`src/rtl/interface_a_responder_if.sv`:
```
// InterfaceA request channel: the initiator drives valid/word (aa); the responder returns ready (a).
interface interface_a_responder_if #(
    parameter int WIDTH = 10
) ();
    logic             valid;
    logic [WIDTH-1:0] word;
    logic             ready;

    modport master (output valid, output word, input ready);
    modport slave  (input valid, input word, output ready);
endinterface

```
`src/rtl/interface_a_responder.sv`:
```
// Responder for the InterfaceA request channel: single-beat reads and two-beat writes
// against a DEPTH x WIDTH register bank, with one response pulse per transaction.
module interface_a_responder #(
    parameter int WIDTH = 10,
    parameter int DEPTH = 10,
    parameter int CNTW  = 16
) (
    input  logic                   i_clk,
    input  logic                   i_rst,
    interface_a_responder_if.slave i_bus,
    output logic                   o_rsp_valid,
    output logic [WIDTH-1:0]       o_rsp_data,
    output logic                   o_rsp_err,
    output logic [DEPTH*WIDTH-1:0] o_bank,
    output logic [CNTW-1:0]        o_txn_count
);
    localparam int IDXW = $clog2(DEPTH);

    generate
        if (WIDTH < IDXW + 1) begin : g_widthCheck
            $error("interface_a_responder: WIDTH must be at least IDXW+1");
        end
    endgenerate

    typedef enum logic [1:0] {IDLE, WDATA, RESP} state_t;

    state_t           r_state;
    state_t           w_nextState;
    logic             r_ready;
    logic             r_rspValid;
    logic [WIDTH-1:0] r_rspData;
    logic             r_rspErr;
    logic [IDXW-1:0]  r_idx;
    logic             r_idxErr;
    logic [CNTW-1:0]  r_txnCount;
    logic [WIDTH-1:0] r_bank [DEPTH];

    logic [IDXW-1:0]  w_idx;
    logic             w_idxErr;
    logic             w_isWrite;
    logic             w_accept;
    logic [WIDTH-1:0] w_rdData;

    assign w_idx     = i_bus.word[IDXW-1:0];
    assign w_isWrite = i_bus.word[WIDTH-1];
    assign w_idxErr  = ({1'b0, w_idx} >= (IDXW + 1)'(DEPTH));
    assign w_accept  = i_bus.valid && r_ready;

    // Row match by comparison so out-of-range indices read as zero and never alias a row
    always_comb begin
        w_rdData = '0;
        for (int r = 0; r < DEPTH; r++) begin
            if (w_idx == IDXW'(r)) begin
                w_rdData = r_bank[r];
            end
        end
    end

    always_comb begin
        w_nextState = r_state;
        case (r_state)
            IDLE:    if (w_accept) w_nextState = w_isWrite ? WDATA : RESP;
            WDATA:   if (w_accept) w_nextState = RESP;
            RESP:    w_nextState = IDLE;
            default: w_nextState = IDLE;
        endcase
    end

    always_ff @(posedge i_clk or negedge i_rst) begin
        if (!i_rst) begin
            r_state <= IDLE;
        end else begin
            r_state <= w_nextState;
        end
    end

    // Ready and the response pulse are registered from the next state so both line up with RESP
    always_ff @(posedge i_clk or negedge i_rst) begin
        if (!i_rst) begin
            r_ready    <= 1'b0;
            r_rspValid <= 1'b0;
            r_rspData  <= '0;
            r_rspErr   <= 1'b0;
            r_idx      <= '0;
            r_idxErr   <= 1'b0;
            r_txnCount <= '0;
            for (int r = 0; r < DEPTH; r++) begin
                r_bank[r] <= '0;
            end
        end else begin
            r_ready    <= (w_nextState != RESP);
            r_rspValid <= (w_nextState == RESP);
            if (r_state == RESP) begin
                r_txnCount <= r_txnCount + CNTW'(1);
            end
            if (r_state == IDLE && w_accept) begin
                if (w_isWrite) begin
                    r_idx    <= w_idx;
                    r_idxErr <= w_idxErr;
                end else begin
                    r_rspData <= w_rdData;
                    r_rspErr  <= w_idxErr;
                end
            end
            if (r_state == WDATA && w_accept) begin
                for (int r = 0; r < DEPTH; r++) begin
                    if (!r_idxErr && r_idx == IDXW'(r)) begin
                        r_bank[r] <= i_bus.word;
                    end
                end
                r_rspData <= i_bus.word;
                r_rspErr  <= r_idxErr;
            end
        end
    end

    assign i_bus.ready  = r_ready;
    assign o_rsp_valid  = r_rspValid;
    assign o_rsp_data   = r_rspData;
    assign o_rsp_err    = r_rspErr;
    assign o_txn_count  = r_txnCount;

    genvar g;
    generate
        for (g = 0; g < DEPTH; g++) begin : g_bankFlat
            assign o_bank[g*WIDTH +: WIDTH] = r_bank[g];
        end
    endgenerate
endmodule

```
`src/flat_wrapper.sv`:
```
// flat-port wrapper written by rule: the top's interface ports become plain ports
module interface_a_responder_flat 
#(
    parameter int WIDTH = 10,
    parameter int DEPTH = 10,
    parameter int CNTW  = 16
)
  (i_clk, i_rst, o_rsp_valid, o_rsp_data, o_rsp_err, o_bank, o_txn_count, i_bus_valid, i_bus_word, i_bus_ready);
  interface_a_responder_if #(.WIDTH(WIDTH)) i_bus_i ();
  input  logic i_clk;
  input  logic i_rst;
  output logic o_rsp_valid;
  output logic [WIDTH-1:0] o_rsp_data;
  output logic o_rsp_err;
  output logic [DEPTH*WIDTH-1:0] o_bank;
  output logic [CNTW-1:0] o_txn_count;
  input wire logic [$bits(i_bus_i.valid)-1:0] i_bus_valid;
  input wire logic [$bits(i_bus_i.word)-1:0] i_bus_word;
  output wire logic [$bits(i_bus_i.ready)-1:0] i_bus_ready;
  assign i_bus_i.valid = i_bus_valid;
  assign i_bus_i.word = i_bus_word;
  assign i_bus_ready = i_bus_i.ready;
  interface_a_responder #(.WIDTH(WIDTH), .DEPTH(DEPTH), .CNTW(CNTW)) u_core (.i_clk(i_clk), .i_rst(i_rst), .i_bus(i_bus_i), .o_rsp_valid(o_rsp_valid), .o_rsp_data(o_rsp_data), .o_rsp_err(o_rsp_err), .o_bank(o_bank), .o_txn_count(o_txn_count));
endmodule
```
`config.mk`:
```
export PLATFORM = sky130hd
export DESIGN_NAME = interface_a_responder_flat
export DESIGN_NICKNAME = d
export VERILOG_FILES = /design/src/rtl/interface_a_responder_if.sv /design/src/rtl/interface_a_responder.sv /design/src/flat_wrapper.sv
export SDC_FILE = /design/constraint.sdc
export NUM_CORES = 1
export LEC_CHECK = 0
export CELL_PAD_IN_SITES_DETAIL_PLACEMENT = 0
export CELL_PAD_IN_SITES_GLOBAL_PLACEMENT = 2
export CORE_AREA = 2 2 138 140
export CTS_CLUSTER_SIZE = 20
export DETAILED_ROUTE_END_ITERATION = 7
export DIE_AREA = 0 0 140 142
export PLACE_DENSITY_LB_ADDON = 0.1
export SYNTH_ARGS = -nofsm -noshare
export SYNTH_HDL_FRONTEND = slang
export SYNTH_SLANG_ARGS = --single-unit
export TNS_END_PERCENT = 10
```
`constraint.sdc`:
```
create_clock -name i_clk -period 3.39 [get_ports i_clk]
set_input_delay 0.678 -clock i_clk [delete_from_list [all_inputs] [get_ports i_clk]]
set_output_delay 0.678 -clock i_clk [all_outputs]
set_load 0.01 [all_outputs]
```
==> flow_metrics.tcl, run 1 <==
set metrics [dict create \
    wl_per_cell_um 21.2 \
    hold_viol_final 0 \
    drtPass1Iterations 7 \
    avgSynthCellArea_sq_um 12.4 \
    worstMarginPinSlew_ns 0.746 \
    peakVddDrop_uv 370 \
    drc 9 \
    num_vias 4804 \
    rsz0062_at_grt "no" \
    grt_pass1_wl_um 30700 \
    ant_nets 0 \
    hpwlAfterDp_um 14000 \
    cts_root_buffer "clkbuf_16" \
    cp-end-kind "register" \
    fin_skew_ns 0.00850 \
    synthCells 530 \
    synth-main-ff-cell "dfrtp_1" \
    synth_fp_nets 544 \
    drtIter0Drc 300 \
    crit_fanout 16 \
    layout_common_cells "clkdlybuf4s50_1, dfrtp_1, mux2_2, a21oi_1" \
    path_cells "clkdlybuf4s50_1 > buf_4 > or4bb_1 > o211ai_1 > a22oi_1 > o211ai_1" \
    drive_above_1_share_pct 28.4 \
    clk_pin_slew_ns 0.06 \
    final_common_cell "clkdlybuf4s50_1" \
    cts_resized 0 \
    numPortBuffers 141 \
    finalCritPeriodShare_pct 73.0 \
    clock_latency_ns 0.43 \
    fmax_mhz 404 \
    cts_max_path_buffers 2 \
    numClockSinks 136 \
    die_area_sq_um 19900 \
    hold_ws_ns 0.212 \
    cts_max_level 4 \
    nets 683 \
    crit_type "input port to register" \
    synthArstFlopShare_pct 100 \
    die_h_um 142 \
    slew_violations 0 \
    ys_seq_area_share_pct 51.9 \
    place_inst 884 \
    finalSetupTns_ns 0 \
    n_antenna_cell 0 \
    finalSetupViolations 0 \
    cp_slowest_cell "clkdlybuf4s50_1" \
    grt_usage_pct 20.4 \
    cp_slowest_stage_delay_ns 0.93 \
    final_cells 916 \
    period_minus_slack_ns 2.47 \
    p_leak_uw 0.00391 \
    crit_arrival_ns 2.81 \
    die_w_um 140 \
    drv_cap 0 \
    power_density_nw_per_um2 745 \
    final_area_sq_um 8860 \
    violations "design-rule violations" \
    crit_required_ns 3.73 \
    critPathLaunchType "input port" \
    grt_antenna_before_repair 0 \
    cts_setup_buffers 0 \
    grt_pass1_vias 5062 \
    gr-total-overflow 0 \
    io_pins 142 \
    cts_tree "yes" \
    status "finished, violations left" \
    cts_buffers 17 \
    hp-class "input port to async pin" \
    postCtsHoldBufs 0 \
    grt_max_degree 57 \
    power_uw 6600 \
    syn_to_final_growth_pct 35.1 \
    slew_headroom_pct 49.9 \
    synth.distinct_cells 69 \
    synth_edf_count 0 \
    avgViaCountPerCell 5.24 \
    crit_top_cell "o211ai_1" \
    place_congestion 0.880 \
    synth-seq-cells 136 \
    start_util_pct 35.5 \
    totalWireLength_um 19400 \
    core_area_sq_um 18500 \
    ys_warn_count 0 \
    placed_area_sq_um 8230 \
    synth_area_sq_um 6560 \
    std_cell_rows 50 \
]
cell usage after synthesis (7+ instances only):
cell type | count | share of area (%)
mux2_2 | 115 | 20
nor2_1 | 18 | 1.0
or2_2 | 7 | 0.67
buf_2 | 13 | 0.99
dfrtp_1 | 136 | 52
nand4_1 | 7 | 0.67
o211ai_1 | 15 | 1.7
inv_1 | 13 | 0.74
xnor2_1 | 9 | 1.2
o21ai_0 | 10 | 0.76
clkbuf_1 | 21 | 1.2
a21oi_1 | 26 | 2.0
nand2_1 | 18 | 1.0
mux2i_1 | 9 | 1.4
layout make-up:
type,instances,area [sq um]
Inverter,13,48.8
Tap cell,234,293
Multi-Input combinational cell,341,2930
Sequential cell,136,3400
Clock buffer,17,425
Timing Repair Buffer,160,1560
Clock inverter,15,200
Fill cell,1648,9600
metrics by stage:
stage | setup WS (ns) | utilization, %
floorplan | 1.42 | -
global placement | 0.577 | 44.6
detailed placement | 0.506 | 44.6
global route | 0.785 | 48.0
CTS | 0.947 | 48.0
finish | 0.917 | 48.0
where the power goes:
part	total, uW	leakage (uW)	internal (uW)	switching [uW]
Combinational	2030	0.00178	1240	793
Clock	1980	0.000307	1230	746
Sequential	2580	0.00183	2090	491
Total	6600	0.00391	4570	2030
critical path: cells and delay by family:
| family | cells | cell delay, ns |
|---|---|---|
| and+or+nand+nor | 1 | 0.49 |
| buffers and inverters | 2 | 1.23 |
| AOI/OAI and AO/OA | 3 | 0.41 |
metal layers:
metal | up-vias | share of wire (%) | track usage (%)
met5 | - | 0 | 0
met4 | 0 | 1.0 | 5.16
met3 | 15 | 4.2 | 4.27
met2 | 127 | 46 | 31.6
met1 | 2426 | 48 | 29.3
li1 | 2236 | - | -
registers in the layout, summed over array words and instances (netlist names):
name                flops
u_core.o_bank         100
u_core.o_rsp_data      10
u_core.o_rsp_err        1
u_core.o_rsp_valid      1
u_core.r_state          2
u_core.r_idx            4
u_core.r_idxErr         1
u_core.o_txn_count     16
u_core.i_bus.ready      1
logic make-up (layout without fill, tap and decap cells):
group / Yosys count / in the layout / share of synthesized area, %
xor gates and xnor gates: 15 / 15 / 2.00
buffers and inverters: 53 / 205 / 3.53
and+or+nand+nor: 108 / 108 / 11.3
muxes: 126 / 126 / 21.6
adders and majority gates: 1 / 1 / 0.191
DFF: 136 / 136 / 51.9
AOI/OAI and AO/OA: 91 / 91 / 9.45
worst paths after layout:
| check | startpoint | end | slack, ns | cells after the start |
|---|---|---|---|---|
| setup / recovery | i_bus_word[2] | u_core.o_rsp_data[8] | 0.92 | 6 |
| min in group i_clk | u_core.o_txn_count[15] | u_core.o_txn_count[15] | 0.47 | 1 |
| max in group asynchronous | i_rst | u_core.o_bank[40] | 2.35 | 2 |
| hold / removal | i_rst | u_core.o_txn_count[0] | 0.21 | 1 |
| hold reg to reg | u_core.o_txn_count[15] | u_core.o_txn_count[15] | 0.47 | 1 |
| setup reg to reg | u_core.r_state[0] | u_core.o_bank[80] | 1.29 | 3 |
No activity file was read; power rests on OpenSTA's default activity.
==> inputs of run 2 (changes only) <==
--- a/config.mk
+++ b/config.mk
@@ -7,10 +7,10 @@
 export LEC_CHECK = 0
 export CELL_PAD_IN_SITES_DETAIL_PLACEMENT = 0
 export CELL_PAD_IN_SITES_GLOBAL_PLACEMENT = 2
-export CORE_AREA = 2 2 138 140
+export CORE_AREA = 2 2 151 153
 export CTS_CLUSTER_SIZE = 20
 export DETAILED_ROUTE_END_ITERATION = 7
-export DIE_AREA = 0 0 140 142
+export DIE_AREA = 0 0 153 155
 export PLACE_DENSITY_LB_ADDON = 0.1
 export SYNTH_ARGS = -nofsm -noshare
 export SYNTH_HDL_FRONTEND = slang
==> constraint.sdc (replaced) <==
create_clock -name i_clk -period 2.2 [get_ports i_clk]
set_input_delay 0.44 -clock i_clk [delete_from_list [all_inputs] [get_ports i_clk]]
set_output_delay 0.44 -clock i_clk [all_outputs]
set_load 0.01 [all_outputs]
==> run 2 against run 1 <==
  * The run now ends clean
  * Count of clock-buffer cells in the layout is 2 higher
  * Hold slack gained 0.26 ns
  * First-iteration DRC count is 17% lower
  * Final cell count grew 9.9%
  * Routed wire length grew 6.8%
  * Largest cell class unchanged
==> flow_metrics.tcl, run 2 (synthesis results as in run 1) <==
set metrics [dict create \
    clock_latency_ns 0.42 \
    hpwlAfterDp_um 15200 \
    nets 724 \
    grt_pass1_vias 5248 \
    cts_buffers 17 \
    numPortBuffers 141 \
    hp-start "u_core.o_txn_count[15]" \
    std_cell_rows 55 \
    drtIter0Drc 249 \
    status "finished, final reports clean" \
    ff2ff_path_depth 5 \
    peakVddDrop_uv 468 \
    finalSetupViolations 0 \
    grt_usage_pct 17.8 \
    slew_headroom_pct 63.5 \
    period_minus_slack_ns 1.95 \
    cts_resized 0 \
    drtPass1Iterations 5 \
    finalCritPeriodShare_pct 88.5 \
    cts_max_path_buffers 2 \
    crit_fanout 6 \
    avgViaCountPerCell 4.97 \
    grt_antenna_before_repair 0 \
    gr-total-overflow 0 \
    drc 0 \
    hold_depth 1 \
    final_common_cell "clkdlybuf4s50_1" \
    drv_cap 0 \
    hold_viol_final 0 \
    layout_common_cells "clkdlybuf4s50_1, dfrtp_1, mux2_2, buf_4, a21oi_1" \
    core_area_sq_um 22200 \
    wl_per_cell_um 20.6 \
    start_util_pct 29.5 \
    hold_ws_ns 0.470 \
    cts_setup_buffers 0 \
    crit_arrival_ns 2.22 \
    cts_root_buffer "clkbuf_16" \
    place_congestion 0.804 \
    crit_type "input port to register" \
    rsz0062_at_grt "no" \
    drive_above_1_share_pct 32.3 \
    grt_max_degree 52 \
    place_inst 975 \
    hold_end "u_core.o_txn_count[15]" \
    die_w_um 153 \
    worstMarginPinSlew_ns 0.546 \
    num_vias 5005 \
    largest_reg_flops 100 \
    cts_tree "yes" \
    syn_to_final_growth_pct 41.9 \
    ant_nets 0 \
    timing.rr.end "u_core.o_rsp_data[5]" \
    p_leak_uw 0.00414 \
    totalWireLength_um 20700 \
    power_density_nw_per_um2 1110 \
    numClockSinks 136 \
    placed_area_sq_um 8640 \
    io_pins 142 \
    cp-end-kind "register" \
    final_area_sq_um 9310 \
    die_area_sq_um 23700 \
    r2r_slack_ns 0.37 \
    fin_skew_ns 0.00856 \
    final_cells 1007 \
    slew_violations 0 \
    hp-class "register to register" \
    die_h_um 155 \
    crit_required_ns 2.48 \
    grt_pass1_wl_um 32000 \
    critPathLaunchType "input port" \
    cts_max_level 4 \
    fmax_mhz 514 \
    clk_pin_slew_ns 0.06 \
    r2r-start "u_core.r_state[0]" \
    n_antenna_cell 0 \
]
## run 2: changes by cell type in the layout (fill, tap and decap cells not counted), sizes merged
| cell | before | now |
|---|---|---|
| clkbuf | 17 | 19 |
| clkinv | 8 | 4 |
| dlygate4sd3 | 0 | 1 |
| clkinvlp | 1 | 2 |
| bufinv | 4 | 5 |
| inv | 15 | 14 |
| buf | 22 | 62 |
## run 2: power by group
part | switching (uW) | total [uW] | internal, uW
logic | 1250 | 3230 | 1980
registers | 727 | 3950 | 3230
clock network | 1130 | 3190 | 2070
## run 2: how the worst max path moves through the flow
stage,start,end,cells past startpoint
global placement,i_bus_word[3],u_core.o_rsp_data[1],6
floorplan,u_core.r_idx[3],u_core.o_bank[40],4
detailed placement,i_bus_valid,u_core.o_bank[47],5
global route,u_core.i_bus.ready,i_bus_ready,1
finish,i_bus_word[3],u_core.o_rsp_data[1],6
CTS,u_core.i_bus.ready,i_bus_ready,1
## run 2: per-stage QoR
step	utilization [%]	setup slack, ns	power, uW	TNS, ns
after global routing	41.9	0.181	10900	0
after floorplan	-	0.450	5230	0
final	41.9	0.253	10400	0
after CTS	41.9	0.227	10500	0
after detailed placement	38.9	-0.183	7260	-9.30
after global placement	38.9	-0.161	7220	-8.11
## run 2: worst max-delay path, cell delays in order
cell and delay (ns):
clkdlybuf4s50_1 0.53, buf_4 0.22, or4b_1 0.57, or2_0 0.25, o2111ai_1 0.12, o31ai_1 0.09
## run 2: layout make-up
class | count | area, sq um
Clock inverter | 12 | 198
Sequential cell | 136 | 3400
Inverter | 13 | 48.8
Tap cell | 285 | 357
Fill cell | 2141 | 12900
Timing Repair Buffer | 201 | 1920
Multi-Input combinational cell | 341 | 2930
Clock buffer | 19 | 453
## run 2: what timing repair did
item	4_1_cts	5_1_grt
endpoints found under the hold margin	13	0
hold buffers	1	0
endpoints found under the setup margin	0	0
## run 2: metal layers
layer	vias up	track usage (%)	wire, um
met5	-	0	0
met4	0	5.29	304
met3	26	3.62	839
met2	137	28.3	9760
met1	2537	24.7	9820
li1	2305	-	-
==> inputs of run 3 (changes only) <==
--- a/config.mk
+++ b/config.mk
@@ -5,13 +5,16 @@
 export SDC_FILE = /design/constraint.sdc
 export NUM_CORES = 1
 export LEC_CHECK = 0
+export ABC_AREA = 1
 export CELL_PAD_IN_SITES_DETAIL_PLACEMENT = 0
 export CELL_PAD_IN_SITES_GLOBAL_PLACEMENT = 2
-export CORE_AREA = 2 2 151 153
+export CORE_AREA = 2 2 157 159
 export CTS_CLUSTER_SIZE = 20
 export DETAILED_ROUTE_END_ITERATION = 7
-export DIE_AREA = 0 0 153 155
+export DIE_AREA = 0 0 159 161
+export GPL_TIMING_DRIVEN = 0
 export PLACE_DENSITY_LB_ADDON = 0.1
+export SETUP_SLACK_MARGIN = 0.3
 export SYNTH_ARGS = -nofsm -noshare
 export SYNTH_HDL_FRONTEND = slang
 export SYNTH_SLANG_ARGS = --single-unit
==> run 3 against run 2 <==
  * Hold slack lost 0.095 ns
  * First-iteration DRC count grew 92%
  * Combinational power grew 7.1%
  * Critical endpoint is now o_txn_count[8]
==> flow_metrics.tcl, run 3 <==
set metrics [dict create \
    totalWireLength_um 22800 \
    std_cell_rows 57 \
    drtPass1Iterations 5 \
    synth.distinct_cells 31 \
    finalCritPeriodShare_pct 86.0 \
    crit_fanout 4 \
    cp-end-kind "output pin" \
    grt_max_degree 89 \
    crit_required_ns 1.76 \
    seqPwrFrac_pct 40.2 \
    avgViaCountPerCell 4.58 \
    avgSynthCellArea_sq_um 8.53 \
    cts_buffers 17 \
    drc 0 \
    r2r_slack_ns 0.39 \
    synth_fp_nets 729 \
    start_util_pct 25.5 \
    grt_antenna_before_repair 0 \
    final_cells 1215 \
    post-synth-top-count-cell "nand2_1" \
    synth-seq-cells 136 \
    slew_headroom_pct 36.7 \
    placed_area_sq_um 7940 \
    yosysTopAreaCell "dfrtp_1" \
    r2r-start "u_core.r_state[1]" \
    drtIter0Drc 479 \
    finalSetupTns_ns 0 \
    nets 892 \
    critPathLaunchType "register" \
    crit_arrival_ns 1.45 \
    path_buf_inv 1 \
    cts_tree "yes" \
    cts_max_path_buffers 2 \
    wl_per_cell_um 18.7 \
    hold_end "u_core.r_idx[2]" \
    die_h_um 161 \
    cts_max_level 4 \
    crit_type "register to output pin" \
    final_area_sq_um 8600 \
    cts_root_buffer "clkbuf_16" \
    hp-start "i_bus_word[2]" \
    peakVddDrop_uv 502 \
    drv_cap 0 \
    ff2ff_path_depth 10 \
    fmax_mhz 529 \
    numPortBuffers 140 \
    power.switching_uw 3640 \
    clock_latency_ns 0.43 \
    netlist.area_leader.share_pct 55.8 \
    netSwitchingFraction_pct 34.8 \
    synthTopCellsByArea "dfrtp_1, nand2_1, o21ai_0" \
    worstMarginPinSlew_ns 0.949 \
    place_worst_setup_slack_ns -0.528 \
    largest_reg_flops 100 \
    io_pins 142 \
    n_antenna_cell 0 \
    path_cells "clkdlybuf4s50_1" \
    hold_depth 3 \
    hold_ws_ns 0.375 \
    grt_pass1_vias 5733 \
    synth-main-ff-cell "dfrtp_1" \
    clk_pin_slew_ns 0.06 \
    comb_power_share_pct 33.1 \
    die_w_um 159 \
    critical_path_depth 1 \
    slew_violations 0 \
    cp_slowest_stage_delay_ns 0.58 \
    place_congestion 0.760 \
    finalSetupViolations 0 \
    synth_area_sq_um 6100 \
    ant_nets 0 \
    cp_slowest_cell "clkdlybuf4s50_1" \
    status "finished, final reports clean" \
    p_int_uw 6820 \
    drive_above_1_share_pct 11.1 \
    place_inst 1180 \
    num_vias 5566 \
    synthCells 715 \
    period_minus_slack_ns 1.89 \
    layout_common_cells "nand2_1, clkdlybuf4s50_1, dfrtp_1, o21ai_0, inv_1" \
    fillers 2534 \
    p_leak_uw 0.00380 \
    grt_usage_pct 18.2 \
    grt_pass1_wl_um 35100 \
    die_area_sq_um 25600 \
    hp-class "input port to register" \
    timing.rr.end "u_core.o_bank[45]" \
    hpwlAfterDp_um 16400 \
    critPathTopFamily "buffers and inverters" \
    power_density_nw_per_um2 1220 \
    ys_warn_count 0 \
    final_common_cell "nand2_1" \
    hold_viol_final 0 \
    synth_common_cells "nand2_1, dfrtp_1, o21ai_0, inv_1, o21ai_1" \
    ys_seq_area_share_pct 55.8 \
    synthArstFlopShare_pct 100 \
    core_area_sq_um 24000 \
    fin_skew_ns 0.0106 \
    pwr-share-clk_pct 26.7 \
    numClockSinks 136 \
    setup_ws_ns 0.308 \
    rsz0062_at_grt "yes" \
    syn_to_final_growth_pct 41.0 \
    synth_edf_count 0 \
    gr-total-overflow 0 \
]
run 3: final cells by class:
type / count / area (sq um) / share of cell area (%)
plain buffers: 35 / 166 / 1.94
flip-flops and latches: 136 / 3410 / 39.6
clock inverters: 13 / 124 / 1.44
repair buffers: 144 / 1450 / 16.9
well taps: 324 / 405 / 4.71
inverters: 52 / 195 / 2.27
clock buffers: 19 / 453 / 5.27
multi-input cells: 492 / 2400 / 27.9
run 3: per-stage QoR:
step                      total power (uW)  util [%]
after global routing                 11100      35.9
after global placement                7660      33.0
after floorplan                       5420         -
after detailed placement              7710      33.1
after CTS                            10600      35.7
final                                10500      35.9
run 3: what timing repair did:
action,in CTS,in global routing
gates resized for setup,16,17
setup endpoints to repair,31,89
pin swaps,2,3
setup buffers,0,2
hold buffers,1,0
hold endpoints to repair,48,0
run 3: routing by layer:
layer | global-route usage (%) | share of wire [%]
met1 | 25.3 | 47
met2 | 28.8 | 47
met3 | 3.31 | 5.0
met4 | 5.70 | 1.8
met5 | 0 | 0
run 3: cells by family (layout without fill, tap and decap cells):
logic type | count (synthesis) | after routing | synth area share [%]
AO/OA/AOI/OAI | 140 | 140 | 11.9
XOR/XNOR | 15 | 15 | 2.28
adder cells (fa/ha/maj) | 1 | 1 | 0.205
buffers and inverters | 87 | 263 | 5.72
flip-flops | 136 | 136 | 55.8
multiplexers | 1 | 1 | 0.185
AND/OR/NAND/NOR | 335 | 335 | 23.9
run 3: how the worst max path moves through the flow:
stage / startpoint / endpoint / slack, ns
after floorplan: u_core.r_state[0] / u_core.o_txn_count[15] / 0.67
after global placement: i_rst / u_core.o_bank[75] / -5.06
after detailed placement: i_bus_word[1] / u_core.o_rsp_data[3] / -0.53
after CTS: i_bus_valid / u_core.o_bank[80] / 0.25
after global routing: i_bus_word[3] / u_core.o_rsp_data[3] / 0.23
final: u_core.o_txn_count[8] / o_txn_count[8] / 0.31
run 3: power by group through the flow:
stage,combinational [uW],clock [uW],sequential (uW)
2_1_floorplan,1060,0,4350
4_1_cts,3500,2850,4210
3_3_place_gp,3440,0,4220
5_1_grt,3790,2960,4330
6_report,3460,2800,4200
3_5_place_dp,3470,0,4240
